## src/rtl/uart_pkg.sv

```systemverilog
// uart_pkg: shared UART state encodings and bit-timing constants (used by uart_rx and uart_tx)
package uart_pkg;
  typedef enum logic [2:0] {
    IDLE   = 3'd0,
    START  = 3'd1,
    DATA   = 3'd2,
    PARITY = 3'd3,
    STOP   = 3'd4
  } uart_state_e;
  localparam logic [3:0] MID_TICK  = 4'd7;
  localparam logic [3:0] FULL_TICK = 4'd15;
endpackage

```

## src/rtl/uart_rx_if.sv

```systemverilog
// uart_rx_if: receiver bus; master drives tick/rx, slave (uart_rx) returns dout, rx_done_tick, frame_err, parity_err
interface uart_rx_if;
  logic       tick;
  logic       rx;
  logic [7:0] dout;
  logic       rx_done_tick;
  logic       frame_err;
  logic       parity_err;
  modport master (output tick, rx, input dout, rx_done_tick, frame_err, parity_err);
  modport slave  (input tick, rx, output dout, rx_done_tick, frame_err, parity_err);
endinterface

```

## src/rtl/sync_2ff.sv

```systemverilog
// sync_2ff: two-flop synchronizer; ports clk, reset (async active-low), d, q; flops reset to RST_VAL
module sync_2ff #(
  parameter logic RST_VAL = 1'b1
) (
  input  logic clk,
  input  logic reset,
  input  logic d,
  output logic q
);
  logic [1:0] ff_q;
  always_ff @(posedge clk or negedge reset)
    if (!reset) ff_q <= {2{RST_VAL}};
    else        ff_q <= {ff_q[0], d};
  assign q = ff_q[1];
endmodule

```

## src/rtl/uart_rx.sv

```systemverilog
// uart_rx: 16x-oversampling UART receiver with DBIT data bits and SB_TICK-tick stop period
// Ports: clk, reset (async active-low), bus (uart_rx_if.slave: tick, rx in; dout, rx_done_tick, frame_err, parity_err out)
// Optional even-parity bit between data and stop when UART_RX_PARITY_EN is defined; otherwise parity_err is 0.
module uart_rx
  import uart_pkg::*;
#(
  parameter int DBIT    = 8,
  parameter int SB_TICK = 16
) (
  input logic      clk,
  input logic      reset,
  uart_rx_if.slave bus
);
  // stop period may exceed 16 ticks (two stop bits), so the tick counter grows with it
  localparam int SW = (SB_TICK > 16) ? $clog2(SB_TICK) : 4;
  uart_state_e     state_q, state_d;
  logic [SW-1:0]   s_q, s_d;
  logic [2:0]      n_q, n_d;
  logic [DBIT-1:0] b_q, b_d;
  logic [7:0]      dout_q, dout_d;
  logic            done_q, done_d;
  logic            fe_q, fe_d;
  logic            rx_s;
`ifdef UART_RX_PARITY_EN
  logic            par_q, par_d;
  logic            pe_q, pe_d;
`endif
  sync_2ff #(.RST_VAL(1'b1)) u_sync (.clk(clk), .reset(reset), .d(bus.rx), .q(rx_s));
  always_comb begin
    state_d = state_q;
    s_d     = s_q;
    n_d     = n_q;
    b_d     = b_q;
    dout_d  = dout_q;
    done_d  = 1'b0;
    fe_d    = fe_q;
`ifdef UART_RX_PARITY_EN
    par_d   = par_q;
    pe_d    = pe_q;
`endif
    case (state_q)
      IDLE:
        if (!rx_s) begin
          state_d = START;
          s_d     = '0;
        end
      START:
        if (bus.tick) begin
          if (s_q == SW'(MID_TICK)) begin
            // line back high at mid start bit is a glitch, not a frame
            state_d = rx_s ? IDLE : DATA;
            s_d     = '0;
            n_d     = '0;
          end else s_d = s_q + SW'(1);
        end
      DATA:
        if (bus.tick) begin
          if (s_q == SW'(FULL_TICK)) begin
            b_d = {rx_s, b_q[DBIT-1:1]};
            s_d = '0;
            if (n_q == 3'(DBIT - 1))
`ifdef UART_RX_PARITY_EN
              state_d = PARITY;
`else
              state_d = STOP;
`endif
            else n_d = n_q + 3'd1;
          end else s_d = s_q + SW'(1);
        end
`ifdef UART_RX_PARITY_EN
      PARITY:
        if (bus.tick) begin
          if (s_q == SW'(FULL_TICK)) begin
            par_d   = rx_s ^ (^b_q);
            s_d     = '0;
            state_d = STOP;
          end else s_d = s_q + SW'(1);
        end
`endif
      STOP:
        if (bus.tick) begin
          if (s_q == SW'(SB_TICK - 1)) begin
            state_d = IDLE;
            done_d  = 1'b1;
            fe_d    = ~rx_s;
            dout_d  = 8'(b_q);
`ifdef UART_RX_PARITY_EN
            pe_d    = par_q;
`endif
          end else s_d = s_q + SW'(1);
        end
      default: state_d = IDLE;
    endcase
  end
  always_ff @(posedge clk or negedge reset)
    if (!reset) begin
      state_q <= IDLE;
      s_q     <= '0;
      n_q     <= '0;
      b_q     <= '0;
      dout_q  <= '0;
      done_q  <= 1'b0;
      fe_q    <= 1'b0;
`ifdef UART_RX_PARITY_EN
      par_q   <= 1'b0;
      pe_q    <= 1'b0;
`endif
    end else begin
      state_q <= state_d;
      s_q     <= s_d;
      n_q     <= n_d;
      b_q     <= b_d;
      dout_q  <= dout_d;
      done_q  <= done_d;
      fe_q    <= fe_d;
`ifdef UART_RX_PARITY_EN
      par_q   <= par_d;
      pe_q    <= pe_d;
`endif
    end
  assign bus.dout         = dout_q;
  assign bus.rx_done_tick = done_q;
  assign bus.frame_err    = fe_q;
`ifdef UART_RX_PARITY_EN
  assign bus.parity_err   = pe_q;
`else
  assign bus.parity_err   = 1'b0;
`endif
endmodule
```

## src/flat_wrapper.sv

```systemverilog
// flat-port wrapper written by rule: the top's interface ports become plain ports
module uart_rx_flat import uart_pkg::*;
#(
  parameter int DBIT    = 8,
  parameter int SB_TICK = 16
)
  (clk, reset, bus_tick, bus_rx, bus_dout, bus_rx_done_tick, bus_frame_err, bus_parity_err);
  uart_rx_if bus_i ();
  input logic clk;
  input logic reset;
  input wire logic [$bits(bus_i.tick)-1:0] bus_tick;
  input wire logic [$bits(bus_i.rx)-1:0] bus_rx;
  output wire logic [$bits(bus_i.dout)-1:0] bus_dout;
  output wire logic [$bits(bus_i.rx_done_tick)-1:0] bus_rx_done_tick;
  output wire logic [$bits(bus_i.frame_err)-1:0] bus_frame_err;
  output wire logic [$bits(bus_i.parity_err)-1:0] bus_parity_err;
  assign bus_i.tick = bus_tick;
  assign bus_i.rx = bus_rx;
  assign bus_dout = bus_i.dout;
  assign bus_rx_done_tick = bus_i.rx_done_tick;
  assign bus_frame_err = bus_i.frame_err;
  assign bus_parity_err = bus_i.parity_err;
  uart_rx #(.DBIT(DBIT), .SB_TICK(SB_TICK)) u_core (.clk(clk), .reset(reset), .bus(bus_i));
endmodule
```

## config.mk

```make
export PLATFORM = sky130hd
export DESIGN_NAME = uart_rx_flat
export DESIGN_NICKNAME = d
export VERILOG_FILES = /design/src/rtl/uart_pkg.sv /design/src/rtl/uart_rx_if.sv /design/src/rtl/sync_2ff.sv /design/src/rtl/uart_rx.sv /design/src/flat_wrapper.sv
export SDC_FILE = /design/constraint.sdc
export NUM_CORES = 1
export LEC_CHECK = 0
export ABC_AREA = 1
export CORE_UTILIZATION = 35
export DETAILED_ROUTE_END_ITERATION = 12
export GPL_ROUTABILITY_DRIVEN = 0
export GPL_TIMING_DRIVEN = 0
export HOLD_SLACK_MARGIN = 0.1
export PLACE_DENSITY = 0.5
export SLEW_MARGIN = 30
export SYNTH_ARGS = -nofsm -noshare
export SYNTH_HDL_FRONTEND = slang
export SYNTH_SLANG_ARGS = --single-unit
export TNS_END_PERCENT = 5
```

## constraint.sdc

```tcl
create_clock -name clk -period 2.1 [get_ports clk]
set_clock_uncertainty 0.2 [all_clocks]
set_input_delay 0.42 -clock clk [delete_from_list [all_inputs] [get_ports clk]]
set_output_delay 0.42 -clock clk [all_outputs]
set_load 0.01 [all_outputs]
```

==> out/metrics.csv <==
stage;metric;value;unit
die;Top Ports;15;
power;Sw Ratio;41.2;%
timing;fin crit share;85.3;%
yosys;Post-synth top cells;nand2_1 (54), dfrtp_1 (28), inv_1 (17);
global_routing;gr ovfl total;0;
die;Die ar.;0.00489;mm2
timing;RSZ-0062 raised after global routing;false;
yosys;Syn Area/Cell;8.83;um2
yosys;Top FF cell, synth;dfrtp_1;
placement;Post-DP HPWL;2170;um
detailed_routing;vias after detailed routing;1218;
die;DIE WIDTH;69.9;um
critical_path;CP Data Required Time;1.48;ns
power;Max rail drop VDD;0.411;mV
power;clock group share of total power;24.7;%
yosys;synthesized net count;190;
yosys;library cells used by synthesis;24;
global_routing;vias in the first global route;1216;
clocking;Clk Latency, worst-skew pair;0.28;ns
run;max cap viols;0;
critical_path;CP Class;flip-flop to primary output;
yosys;largest family of logic cells by synthesized area;simple AND/OR/NAND/NOR gates;
critical_path;Startpoint Class;flip-flop;
timing;Fmax;558;MHz
timing;hold slack;0.156;ns
yosys;Post-Synth Simple-Gate Area;32.8;%
global_routing;initial antenna violation count;0;
yosys;Synth Area in Compound Gates;10.1;%
power;net switching power;804;uW
yosys;share of the synthesized area in the top cell type;43.4;%
clocking;clock-pin slew on the worst setup and hold paths;0.06;ns
power;Leak;0.962;nW
timing;Slew Limit Fails;0;
critical_path;CP peak stage delay;0.55;ns
placement;# placed instances;248;
clocking;post-CTS setup repair buffer count;0;
timing;Setup Viol. Count Final;0;
layout;Layout Cells excl Fill;257;
clocking;Clock Tree Buf Depth;2;
yosys;top post-synthesis cells by area;dfrtp_1 (43%), nand2_1 (13%), o21ai_2 (8.1%);
yosys;synthesized instance count;183;
critical_path;reg-to-reg critical path startpoint;u_core.s_q[0];
timing;Fin. Hold Viols;0;
min_path;type of the worst min-delay path;flip-flop to flip-flop;
yosys;largest area contributor in the netlist;dfrtp_1;
detailed_routing;post-DR wirelength/cell;11.6;um
detailed_routing;final antenna-violating net count;0;
min_path;HP Start;u_core.u_sync.ff_q[0];
clocking;H-tree lvl count;2;
detailed_routing;1st-iter DRT viols;79;
critical_path;crit path cell chain;clkdlybuf4s50_1;
yosys;Mapped Area;0.00162;mm2
timing;crit path time final;1.79;ns
clocking;Post-CTS Hold Buffers;1;
timing;relative slew slack;54.8;%
layout;Nets;211;
power;Comb power frac;38.8;%
yosys;Ys Warns;0;
yosys;xor and xnor area share after synthesis;0.542;%
global_routing;largest net degree at the start of global routing;31;
yosys;asr flop ratio synth;100;%
global_routing;first-pass GRT wire length;5550;um
critical_path;CP endpoint kind;primary output;
critical_path;Slowest-stage cell, CP;clkdlybuf4s50_1;
detailed_routing;number of vias per cell;4.74;
die;Row Count;24;
yosys;Seq/Total Area, Yosys;46.6;%
clocking;Num CTS Buffers;5;
critical_path;CP delay by family, top;buffers and inverters;
detailed_routing;DRC violations left;0;
die;core area;0.00438;mm2
critical_path;WP data arrival;1.17;ns
timing;Worst-Margin Slew;0.678;ns
timing;Final WS setup;0.309;ns
layout;layout cell share with drive strength beyond 1;27.8;%
yosys;number of flops mapped to enable cells by yosys;0;
yosys;Post-Synth Adder-Cell Area;2.32;%
detailed_routing;First-pass DRT Iterations;4;
outcome;status;finished clean;
power;Power per Cell Area;1020;mW/mm2
die;Starting Density;36.8;%
clocking;CTS tree;yes;
critical_path;Bufs and invs on worst path;1;
clocking;CTS sink cnt;30;
layout;Area Overhead vs Synth;18.3;%
clocking;Root Buffer Master;clkbuf_8;
power;Flop pwr share;36.4;%
yosys;multiplexer area fraction after synthesis;0;%
critical_path;Critical Path Fanout Max;2;
yosys;FF+latch count, synth;30;
critical_path;Setup crit start;u_core.bus.frame_err;
placement;Port-buffer cells;13;
yosys;most frequent cell after synthesis;nand2_1;
clocking;number of gates resized after CTS;0;
detailed_routing;Routed WL;2990;um
layout;Inserted Diodes;0;
die;die height;69.9;um
placement;worst slack, placed;0.0644;ns
power;Pint;1.15;mW
global_routing;gr usage total;14.5;%
## final timing paths
check,end,slack [ns],depth (start not counted)
min in group asynchronous,u_core.s_q[0],0.52,2
max,bus_frame_err,0.31,1
max reg2reg,u_core.bus.dout[4],0.34,7
min reg2reg,u_core.u_sync.ff_q[1],0.16,0
max in group asynchronous,u_core.s_q[3],0.74,2
min,u_core.u_sync.ff_q[1],0.16,0
## layer usage
layer | up-vias | wire, um | track usage (%) | part of all wire, %
met3 | 6 | 131 | 5.19 | 4.4
met1 | 576 | 1410 | 18.6 | 47
met5 | - | 0 | 0 | 0
met2 | 16 | 1410 | 22.8 | 47
met4 | 0 | 39 | 4.67 | 1.3
li1 | 620 | - | - | -
## placed cells by master (no fill, tap or decap)
master | synthesis | routed
a31oi_1 | 1 | 1
conb_1 | 1 | 1
nand3b_1 | 1 | 1
dlygate4sd3_1 | 0 | 1
nand3_1 | 16 | 16
nor2_2 | 1 | 1
a21oi_2 | 1 | 1
nor2_4 | 4 | 4
o21ai_2 | 15 | 15
buf_6 | 2 | 2
nand2_1 | 54 | 54
inv_1 | 17 | 17
inv_2 | 5 | 5
nand4_1 | 4 | 4
dfrtp_1 | 28 | 28
nand2_2 | 7 | 7
inv_4 | 1 | 1
ha_1 | 3 | 3
nand2_4 | 5 | 5
nand3_2 | 3 | 3
xnor2_1 | 1 | 1
nor2_1 | 9 | 9
buf_4 | 1 | 1
clkdlybuf4s50_1 | 0 | 12
clkbuf_8 | 0 | 6
dfstp_2 | 2 | 2
buf_2 | 0 | 1
a21oi_4 | 1 | 1
clkinvlp_4 | 0 | 1
clkinv_2 | 0 | 1
## cells by family after synthesis
| logic type | after synthesis |
|---|---|
| buffers and inverters | 26 |
| other | 1 |
| XOR/XNOR | 1 |
| AO/OA/AOI/OAI | 18 |
| AND/OR/NAND/NOR | 104 |
| adder cells (fa/ha/maj) | 3 |
| flip-flops | 30 |
## registers in the layout, indices dropped and copies added (netlist names)
signal                   cells
u_core.u_sync.ff_q           2
u_core.n_q                   3
u_core.b_q                   8
u_core.state_q               3
u_core.s_q                   4
u_core.bus.dout              8
u_core.bus.rx_done_tick      1
u_core.bus.frame_err         1
## final cells by class
type | instances | area, um2
fill | 457 | 2470
sequential | 30 | 753
multi-input combinational | 127 | 743
timing repair buffer | 14 | 135
inverter | 23 | 88.8
clock buffer | 6 | 82.6
tap | 52 | 65.1
buffer | 3 | 30.0
clock inverter | 2 | 12.5
## per-stage QoR
step                util (%)  power [mW]  cell area [um2]  setup TNS [ns]
floorplan                  -        1.34             1620               0
global placement        41.3        1.47             1810           -4.64
detailed placement      41.2        1.48             1810               0
CTS                     43.6        1.98             1910               0
global route            43.6        2.12             1910               0
finish                  43.6        1.95             1910               0
## power by group through the flow
| stage | Combinational, mW | Clock [mW] | Sequential [mW] |
|---|---|---|---|
| 2_1_floorplan | 0.635 | 0 | 0.704 |
| 3_3_place_gp | 0.754 | 0 | 0.715 |
| 3_5_place_dp | 0.765 | 0 | 0.719 |
| 4_1_cts | 0.769 | 0.502 | 0.709 |
| 5_1_grt | 0.873 | 0.531 | 0.721 |
| 6_report | 0.758 | 0.482 | 0.711 |
Note: power is estimated with default switching activity, not from simulation.
